<file path="src/rtl/sevenseg_pkg.sv">
// Shared 7-segment definitions: g..a segment patterns (0 = lit) and special display codes.
package sevenseg_pkg;

  localparam logic [6:0] SEG_0     = 7'b1000000;
  localparam logic [6:0] SEG_1     = 7'b1111001;
  localparam logic [6:0] SEG_2     = 7'b0100100;
  localparam logic [6:0] SEG_3     = 7'b0110000;
  localparam logic [6:0] SEG_4     = 7'b0011001;
  localparam logic [6:0] SEG_5     = 7'b0010010;
  localparam logic [6:0] SEG_6     = 7'b0000010;
  localparam logic [6:0] SEG_7     = 7'b1111000;
  localparam logic [6:0] SEG_8     = 7'b0000000;
  localparam logic [6:0] SEG_9     = 7'b0010000;
  localparam logic [6:0] SEG_A     = 7'b0001000;
  localparam logic [6:0] SEG_B     = 7'b0000011;
  localparam logic [6:0] SEG_C     = 7'b1000110;
  localparam logic [6:0] SEG_D     = 7'b0100001;
  localparam logic [6:0] SEG_E     = 7'b0000110;
  localparam logic [6:0] SEG_F     = 7'b0001110;
  localparam logic [6:0] SEG_MINUS = 7'b0111111;
  localparam logic [6:0] SEG_UNDER = 7'b1110111;
  localparam logic [6:0] SEG_BLANK = 7'b1111111;

  localparam logic [4:0] CODE_MINUS = 5'h11;
  localparam logic [4:0] CODE_UNDER = 5'h12;
  localparam logic [4:0] CODE_BLANK = 5'h1F;

endpackage

</file>
<file path="src/rtl/sevenseg_decode.sv">
// Combinational inverse of the hex-to-7-segment encoder: g..a pattern -> display code.
module sevenseg_decode
  import sevenseg_pkg::*;
(
  input  logic [6:0] seg,
  output logic [4:0] code,
  output logic       err
);

  always_comb begin
    code = CODE_BLANK;
    err  = 1'b0;
    case (seg)
      SEG_0:     code = 5'h00;
      SEG_1:     code = 5'h01;
      SEG_2:     code = 5'h02;
      SEG_3:     code = 5'h03;
      SEG_4:     code = 5'h04;
      SEG_5:     code = 5'h05;
      SEG_6:     code = 5'h06;
      SEG_7:     code = 5'h07;
      SEG_8:     code = 5'h08;
      SEG_9:     code = 5'h09;
      SEG_A:     code = 5'h0A;
      SEG_B:     code = 5'h0B;
      SEG_C:     code = 5'h0C;
      SEG_D:     code = 5'h0D;
      SEG_E:     code = 5'h0E;
      SEG_F:     code = 5'h0F;
      SEG_MINUS: code = CODE_MINUS;
      SEG_UNDER: code = CODE_UNDER;
      SEG_BLANK: code = CODE_BLANK;
      default:   err  = 1'b1;
    endcase
  end

endmodule

</file>
<file path="src/rtl/sevenseg_capture.sv">
// Samples a multiplexed active-low 7-segment bus, accepts each digit pattern once after a
// stability window, and stores the decoded code/dp/err per digit slot with a frame pulse.
module sevenseg_capture
  import sevenseg_pkg::*;
#(
  parameter int unsigned DIGITS     = 4,
  parameter int unsigned STABLE_CYC = 4
) (
  input  logic                  clk,
  input  logic                  rst,
  input  logic [7:0]            seg_in,
  input  logic [DIGITS-1:0]     dig_sel,
  output logic [5*DIGITS-1:0]   code_out,
  output logic [DIGITS-1:0]     dp_out,
  output logic [DIGITS-1:0]     err_out,
  output logic                  frame_valid
);

  localparam int unsigned CNT_W = $clog2(STABLE_CYC);
  localparam int unsigned IDX_W = (DIGITS > 1) ? $clog2(DIGITS) : 1;
  localparam logic [CNT_W-1:0] CNT_MAX = CNT_W'(STABLE_CYC - 1);

  logic [7:0]                  s_seg_q, s_seg_d;
  logic [DIGITS-1:0]           s_dig_q, s_dig_d;
  logic [CNT_W-1:0]            cnt_q, cnt_d;
  logic                        acc_q, acc_d;
  logic [DIGITS-1:0]           upd_q, upd_d;
  logic [DIGITS-1:0][4:0]      code_q, code_d;
  logic [DIGITS-1:0]           dp_q, dp_d;
  logic [DIGITS-1:0]           err_q, err_d;
  logic                        fv_q, fv_d;

  logic [4:0]                  dec_code;
  logic                        dec_err;
  logic                        s_onehot;
  logic [IDX_W-1:0]            s_idx;
  logic                        same;
  logic                        accept;

  sevenseg_decode u_decode (
    .seg  (s_seg_q[7:1]),
    .code (dec_code),
    .err  (dec_err)
  );

  always_comb begin
    s_onehot = $onehot(s_dig_q);
    s_idx    = '0;
    for (int unsigned i = 0; i < DIGITS; i++) begin
      if (s_dig_q[i]) s_idx = IDX_W'(i);
    end
  end

  always_comb begin
    s_seg_d = seg_in;
    s_dig_d = dig_sel;
    cnt_d   = cnt_q;
    acc_d   = acc_q;
    upd_d   = upd_q;
    code_d  = code_q;
    dp_d    = dp_q;
    err_d   = err_q;
    fv_d    = 1'b0;

    same   = ({seg_in, dig_sel} == {s_seg_q, s_dig_q});
    accept = s_onehot && (cnt_q == CNT_MAX) && !acc_q;

    if (accept) begin
      code_d[s_idx] = dec_code;
      dp_d[s_idx]   = ~s_seg_q[0];
      err_d[s_idx]  = dec_err;
      acc_d         = 1'b1;
      upd_d[s_idx]  = 1'b1;
      if (&upd_d) begin
        fv_d  = 1'b1;
        upd_d = '0;
      end
    end

    // A changing sample clears the accepted flag even on an accept edge: the new
    // pattern must earn its own full dwell.
    if (!same) acc_d = 1'b0;

    if (!$onehot(dig_sel) || !same) begin
      cnt_d = '0;
    end else if (cnt_q != CNT_MAX) begin
      cnt_d = cnt_q + CNT_W'(1);
    end
  end

  always_ff @(posedge clk) begin
    if (rst) begin
      s_seg_q <= '0;
      s_dig_q <= '0;
      cnt_q   <= '0;
      acc_q   <= 1'b0;
      upd_q   <= '0;
      code_q  <= '1;
      dp_q    <= '0;
      err_q   <= '0;
      fv_q    <= 1'b0;
    end else begin
      s_seg_q <= s_seg_d;
      s_dig_q <= s_dig_d;
      cnt_q   <= cnt_d;
      acc_q   <= acc_d;
      upd_q   <= upd_d;
      code_q  <= code_d;
      dp_q    <= dp_d;
      err_q   <= err_d;
      fv_q    <= fv_d;
    end
  end

  assign code_out    = code_q;
  assign dp_out      = dp_q;
  assign err_out     = err_q;
  assign frame_valid = fv_q;

endmodule

</file>
<file path="config.mk">
export PLATFORM = sky130hd
export DESIGN_NAME = sevenseg_capture
export DESIGN_NICKNAME = d
export VERILOG_FILES = /design/src/rtl/sevenseg_pkg.sv /design/src/rtl/sevenseg_decode.sv /design/src/rtl/sevenseg_capture.sv
export SDC_FILE = /design/constraint.sdc
export NUM_CORES = 1
export LEC_CHECK = 0
export BUFFER_PORTS_ARGS = -buffer_cell sky130_fd_sc_hd__buf_2
export CAP_MARGIN = 20
export CORE_AREA = 2 2 81 64
export CTS_CLUSTER_SIZE = 30
export DETAILED_ROUTE_END_ITERATION = 8
export DIE_AREA = 0 0 83 66
export PLACE_DENSITY = 0.89
export SYNTH_ARGS = -nofsm -noshare
export SYNTH_HDL_FRONTEND = slang
export SYNTH_HIERARCHICAL = 1
export SYNTH_SLANG_ARGS = --single-unit
export TNS_END_PERCENT = 20
</file>
<file path="constraint.sdc">
create_clock -name clk -period 3 [get_ports clk]
set_input_delay 0.15 -clock clk [delete_from_list [all_inputs] [get_ports clk]]
set_output_delay 0.15 -clock clk [all_outputs]
set_load 0.05 [all_outputs]
</file>
### Word level (Yosys, flattened, before mapping)

Index checks and enable logic that the tools add are counted.

* register bits after elaboration: 48
* bits in latches: 0
* RAM bits: 0
* memory bits (read-only): 0
* input port bits: 14
* output and inout bits: 29
* logic and storage cells: 75
* memories: 0

* $add $sub $neg: 7
* multiply operators: 0
* div/mod/pow operators: 0
* $lt $le $gt $ge: 2
* equality and inequality tests: 23
* shift-type cells: 0
* multiplexer cells: 14
* bitwise gates (word level): 4
* reduce and logical (&&, ||, !) cells: 13

Operator list (number)
* 5-bit case mux with 18 select lines: 1
* 7-bit equality test, second input constant: 6
* 7-bit by 6-bit equality test with 1-bit output, second input constant: 4
* 7-bit by 5-bit equality test with 1-bit output, second input constant: 3
* 20-bit bitwise mux: 1
* 19-bit OR reduction: 1
* 7-bit by 2-bit equality test with 1-bit output, second input constant: 2
* 7-bit by 4-bit equality test with 1-bit output, second input constant: 2
* 12-bit equality test: 1
* 5-bit demux with 2-bit select: 1
* 1-bit by 1-bit adder with 2-bit output: 4
* 4-bit bitwise mux: 2
* 7-bit by 3-bit equality test with 1-bit output, second input constant: 1
* 7-bit zero test: 1
* 2-bit by 2-bit adder with 3-bit output: 2
* 3-bit by 1-bit equality test with 1-bit output, second input constant: 2
* 2-bit OR reduction: 3
* 5-bit 2-to-1 mux: 1
* 1-bit 2-to-1 mux: 4
* 2-bit 2-to-1 mux: 2
* 4-bit 2-to-1 mux: 1
* 4-bit OR: 1
* 4-bit AND reduction: 1
* 1-bit logical AND: 3
* 9 further kinds: 13

### Longest topological paths before layout

* word-level depth: 10
* mapped depth: 10

### Cells and area by module

The synthesis kept the hierarchy.

By module, submodules not included
* sevenseg_capture: instances 1, cells each 205, area an instance 2008.2 um^2, seq. area each 960.9 um^2
* sevenseg_decode: instances 1, cells each 81, area an instance 515.5 um^2, seq. area each 0.0 um^2

### Worst setup path after synthesis

No wires, ideal clock.

* path kind: flip-flop to flip-flop
* from: reg s_dig_q[1]
* to: reg code_q (netlist bit code_out[3])
* data arrival time: 2.508 ns
* setup slack: 0.372 ns
* stages on the path, launching flop included: 11
* cell sequence: dfxtp_1 -> inv_1 -> fa_1 -> inv_1 -> ha_1 -> ha_1 -> nand4bb_4 -> nor4b_4 -> buf_6 -> nor2b_1 -> a211o_1

* cells in the longest elaborated chain, start to end: 8

Ends and longest elaborated chain
* start, declared: line sevenseg_capture.sv:24 `logic [DIGITS-1:0] s_dig_q, s_dig_d;`
* start signal, assigned: line sevenseg_capture.sv:104 `s_dig_q <= s_dig_d;`
* 1-bit 2-to-1 mux: line sevenseg_capture.sv:50 `if (s_dig_q[i]) s_idx = IDX_W'(i);`
* 2-bit 2-to-1 mux (2 in a row): line sevenseg_capture.sv:50
* 2-bit by 3-bit < comparator with 1-bit output (implied by the code) or 2-bit by 1-bit greater-or-equal comparator with 1-bit output (tied branches): line sevenseg_capture.sv:69 `code_d[s_idx] = dec_code;`
* 1-bit logical AND (implied by the code): line sevenseg_capture.sv:69
* 5-bit 2-to-1 mux (implied by the code): line sevenseg_capture.sv:69
* 5-bit demux with 2-bit select: line sevenseg_capture.sv:69
* 20-bit bitwise mux: line sevenseg_capture.sv:69
* end signal, assigned: line sevenseg_capture.sv:108 `code_q <= code_d;`
* end, declared: line sevenseg_capture.sv:28 `logic [DIGITS-1:0][4:0] code_q, code_d;`

Several ways; a longest one is shown, not always the timed one.
A chain may end at the register's enable or synchronous reset.

### Worst setup path after layout

* from: reg s_dig_q[3]
* to: reg code_q (netlist bit code_out[9])

* cells in the longest elaborated chain, start to end: 6

Ends and longest elaborated chain (line)
* 2-bit 2-to-1 mux: sevenseg_capture.sv:50
* 2-bit by 3-bit < comparator with 1-bit output (implied by the code) or 2-bit by 1-bit greater-or-equal comparator with 1-bit output (tied branches): sevenseg_capture.sv:69
* 1-bit logical AND (implied by the code): sevenseg_capture.sv:69
* 5-bit 2-to-1 mux (implied by the code): sevenseg_capture.sv:69
* 5-bit demux with 2-bit select: sevenseg_capture.sv:69
* 20-bit bitwise mux: sevenseg_capture.sv:69

Several ways; a longest one is shown, not always the timed one.

==> impl_metrics.ini <==
[setup_path]
path_max_fanout = 12
cp.required_ns = 3.20
start_kind = register
slowest_stage = fa_1
cpLargestDelayFamily = adder cells
end_kind = register
cpPeakStageDelay_ns = 0.50
worstSetupPathType = reg -> reg
worstPathCellList = inv_1 -> fa_1 -> inv_1 -> ha_1 -> ha_1 -> and4bb_2 -> nand4b_1 -> buf_4 -> a211o_1
cp_data_arrival_time_ns = 3.01
critPathBufInv = 3

[placement]
globalplace.congestion = 0.873
placed_cell_area_um2 = 2780
port_buffers = 42
dp_hpwl_um = 4050

[power]
peakVddDrop_v = 0.000267
switching_share_pct = 28.3
power_mw = 1.22
sequentialPowerShare_pct = 54.8
power.density_nw_per_um2 = 424
internal-power_mw = 0.872
pwr-share-comb_pct = 12.1
power.switching_mw = 0.344
power_leakage_nw = 1.16
power.share.clock_pct = 33.0

[synth]
synth_top_cells_by_count = dfxtp_1, nand2_1, nor2_1, nor2b_1, inv_1
synth_cell_types = 53
synth_area_leader_cell = dfxtp_1
syn_area_per_cell_um2 = 8.82
syn_area_um2 = 2520
seq_area_frac_synth_pct = 38.1
synth_edf_count = 0
yosysWarnings = 6
synth.net_count = 307
synth.most_common_cell = dfxtp_1
syn_inst = 286
synth_seq_cells = 48
ys_top_cells_by_area = dfxtp_1, nor2b_1, a211o_1
async_flop_share_pct = 0
synth.top_cell.area_share_pct = 38.1
synth_ff_type = dfxtp_1

[layout]
insertedDiodeCount = 0
fill_cells = 403
final_util_pct = 61.0
area_growth_pct = 13.7
multi_input_area_um2 = 1410
drive_above_1_share_pct = 21.5
ff_latch_area_um2 = 961
finalNetCount = 345
fin_area_um2 = 2870

[clock_network]
root_buffer = clkbuf_8
clkSinkCount = 48
post_cts_resized = 0
cts_hold_buffers = 0
cts_setup_buffers = 0
numCtsBuffers = 5
ctsLongestPathBuffers = 2
path_clk_slew_ns = 0.09
clkLatencyLatePin_ns = 0.31
htreeDepth = 2
cts_tree = built

[sta]
skew_ns = 0.00991
rsz0062_at_grt = false
period_needed_ns = 2.80
finalCritPeriodShare_pct = 93.4
tightestPinTransition_ns = 0.791
setup-tns-final_ns = 0
hold_viol = 0
clock.fmax_mhz = 357
setup_violations = 0
slew_headroom_pct = 47.3
drv_slew = 0

[detailed_routing]
routed_via_density = 5.76
drt-initial-drc-count = 149
wire_per_inst_um = 14.7
first_pass_iters = 4
num_vias = 2216
wl_um = 5680
drc_errors = 0
final_antenna_net_count = 0

[floorplan]
die_y_um = 66
die_w_um = 83
start_util_pct = 53.6
ios = 43
rows = 22
core_area_um2 = 4710
die-area_um2 = 5480

[run_status]
outcome = completed

[global_routing]
grt_overflow_total = 0
grtUsageTotal_pct = 21.5
grt_pass1_wl_um = 9450
antenna_found_initial = 0
grt_max_degree = 48
grt_pass1_vias = 2071

[run]
drv_cap = 0

[min_path]
hold_class = in -> reg
==> kinds of logic after synthesis <==
family                   share of synthesized area (%)
AO/OA/AOI/OAI                                     15.5
XOR/XNOR                                          4.86
adder cells (fa/ha/maj)                           4.07
buffers and inverters                             5.95
flip-flops                                        38.1
multiplexers                                      1.19
AND/OR/NAND/NOR                                   30.4
==> cells in the final DEF (no fill, tap or decap), drive strengths merged, types with 9 or more instances in the layout <==
| master | count |
|---|---|
| nor2 | 25 |
| inv | 17 |
| nor3 | 11 |
| o21ai | 9 |
| a211o | 15 |
| buf | 50 |
| xor2 | 14 |
| nor2b | 23 |
| dfxtp | 48 |
| nand2 | 25 |
==> sequential cells by signal, indices dropped and copies added (netlist names) <==
signal	cells
s_seg_q	8
s_dig_q	4
acc_q	1
err_out	4
upd_q	4
frame_valid	1
code_out	20
dp_out	4
cnt_q	2
==> metrics by stage <==
stage,cells,worst slack (ns),hold WS (ns)
6_report,385,0.197,0.0688
3_5_place_dp,377,0.231,0.397
5_1_grt,385,0.0102,0.0673
3_3_place_gp,377,0.358,0.386
4_1_cts,385,0.209,0.0680
2_1_floorplan,286,0.372,0.278
==> cell type report <==
cell class / instances / share of cell area, %
clock inverters: 3 / 0.741
well taps: 60 / 2.62
flip-flops and latches: 48 / 33.5
clock buffers: 5 / 2.40
multi-input cells: 203 / 49.2
inverters: 16 / 2.09
repair buffers: 50 / 9.42
==> worst paths after layout <==
check             startpoint          end  slack [ns]  cells past startpoint
setup reg to reg  s_dig_q[3]  code_out[9]        0.20                      9
hold / removal     seg_in[1]   s_seg_q[1]        0.07                      2
setup / recovery  s_dig_q[3]  code_out[9]        0.20                      9
hold reg to reg    dp_out[2]    dp_out[2]        0.46                      2
==> worst register-to-register path, stage by stage, from the launching register on <==
cell and delay, ns:
dfxtp_1 0.45, inv_1 0.12, fa_1 0.50, inv_1 0.05
ha_1 0.19, ha_1 0.29, and4bb_2 0.33, nand4b_1 0.21
buf_4 0.26, a211o_1 0.31
==> per-layer routing <==
metal / wire [um] / global-route usage, % / vias to the layer above
met2: 2600 / 34.3 / 83
met3: 423 / 5.49 / 11
met5: 0 / 0 / -
met4: 100 / 8.81 / 0
li1: - / - / 1073
met1: 2550 / 28.0 / 1049
==> power groups by stage <==
| stage | Clock [mW] | Combinational (mW) | Sequential (mW) |
|---|---|---|---|
| floorplan | 0 | 0.115 | 0.670 |
| global placement | 0 | 0.141 | 0.681 |
| detailed placement | 0 | 0.147 | 0.682 |
| CTS | 0.406 | 0.148 | 0.667 |
| global route | 0.431 | 0.165 | 0.670 |
| finish | 0.402 | 0.148 | 0.667 |
Note: power is estimated with default switching activity, not from simulation.
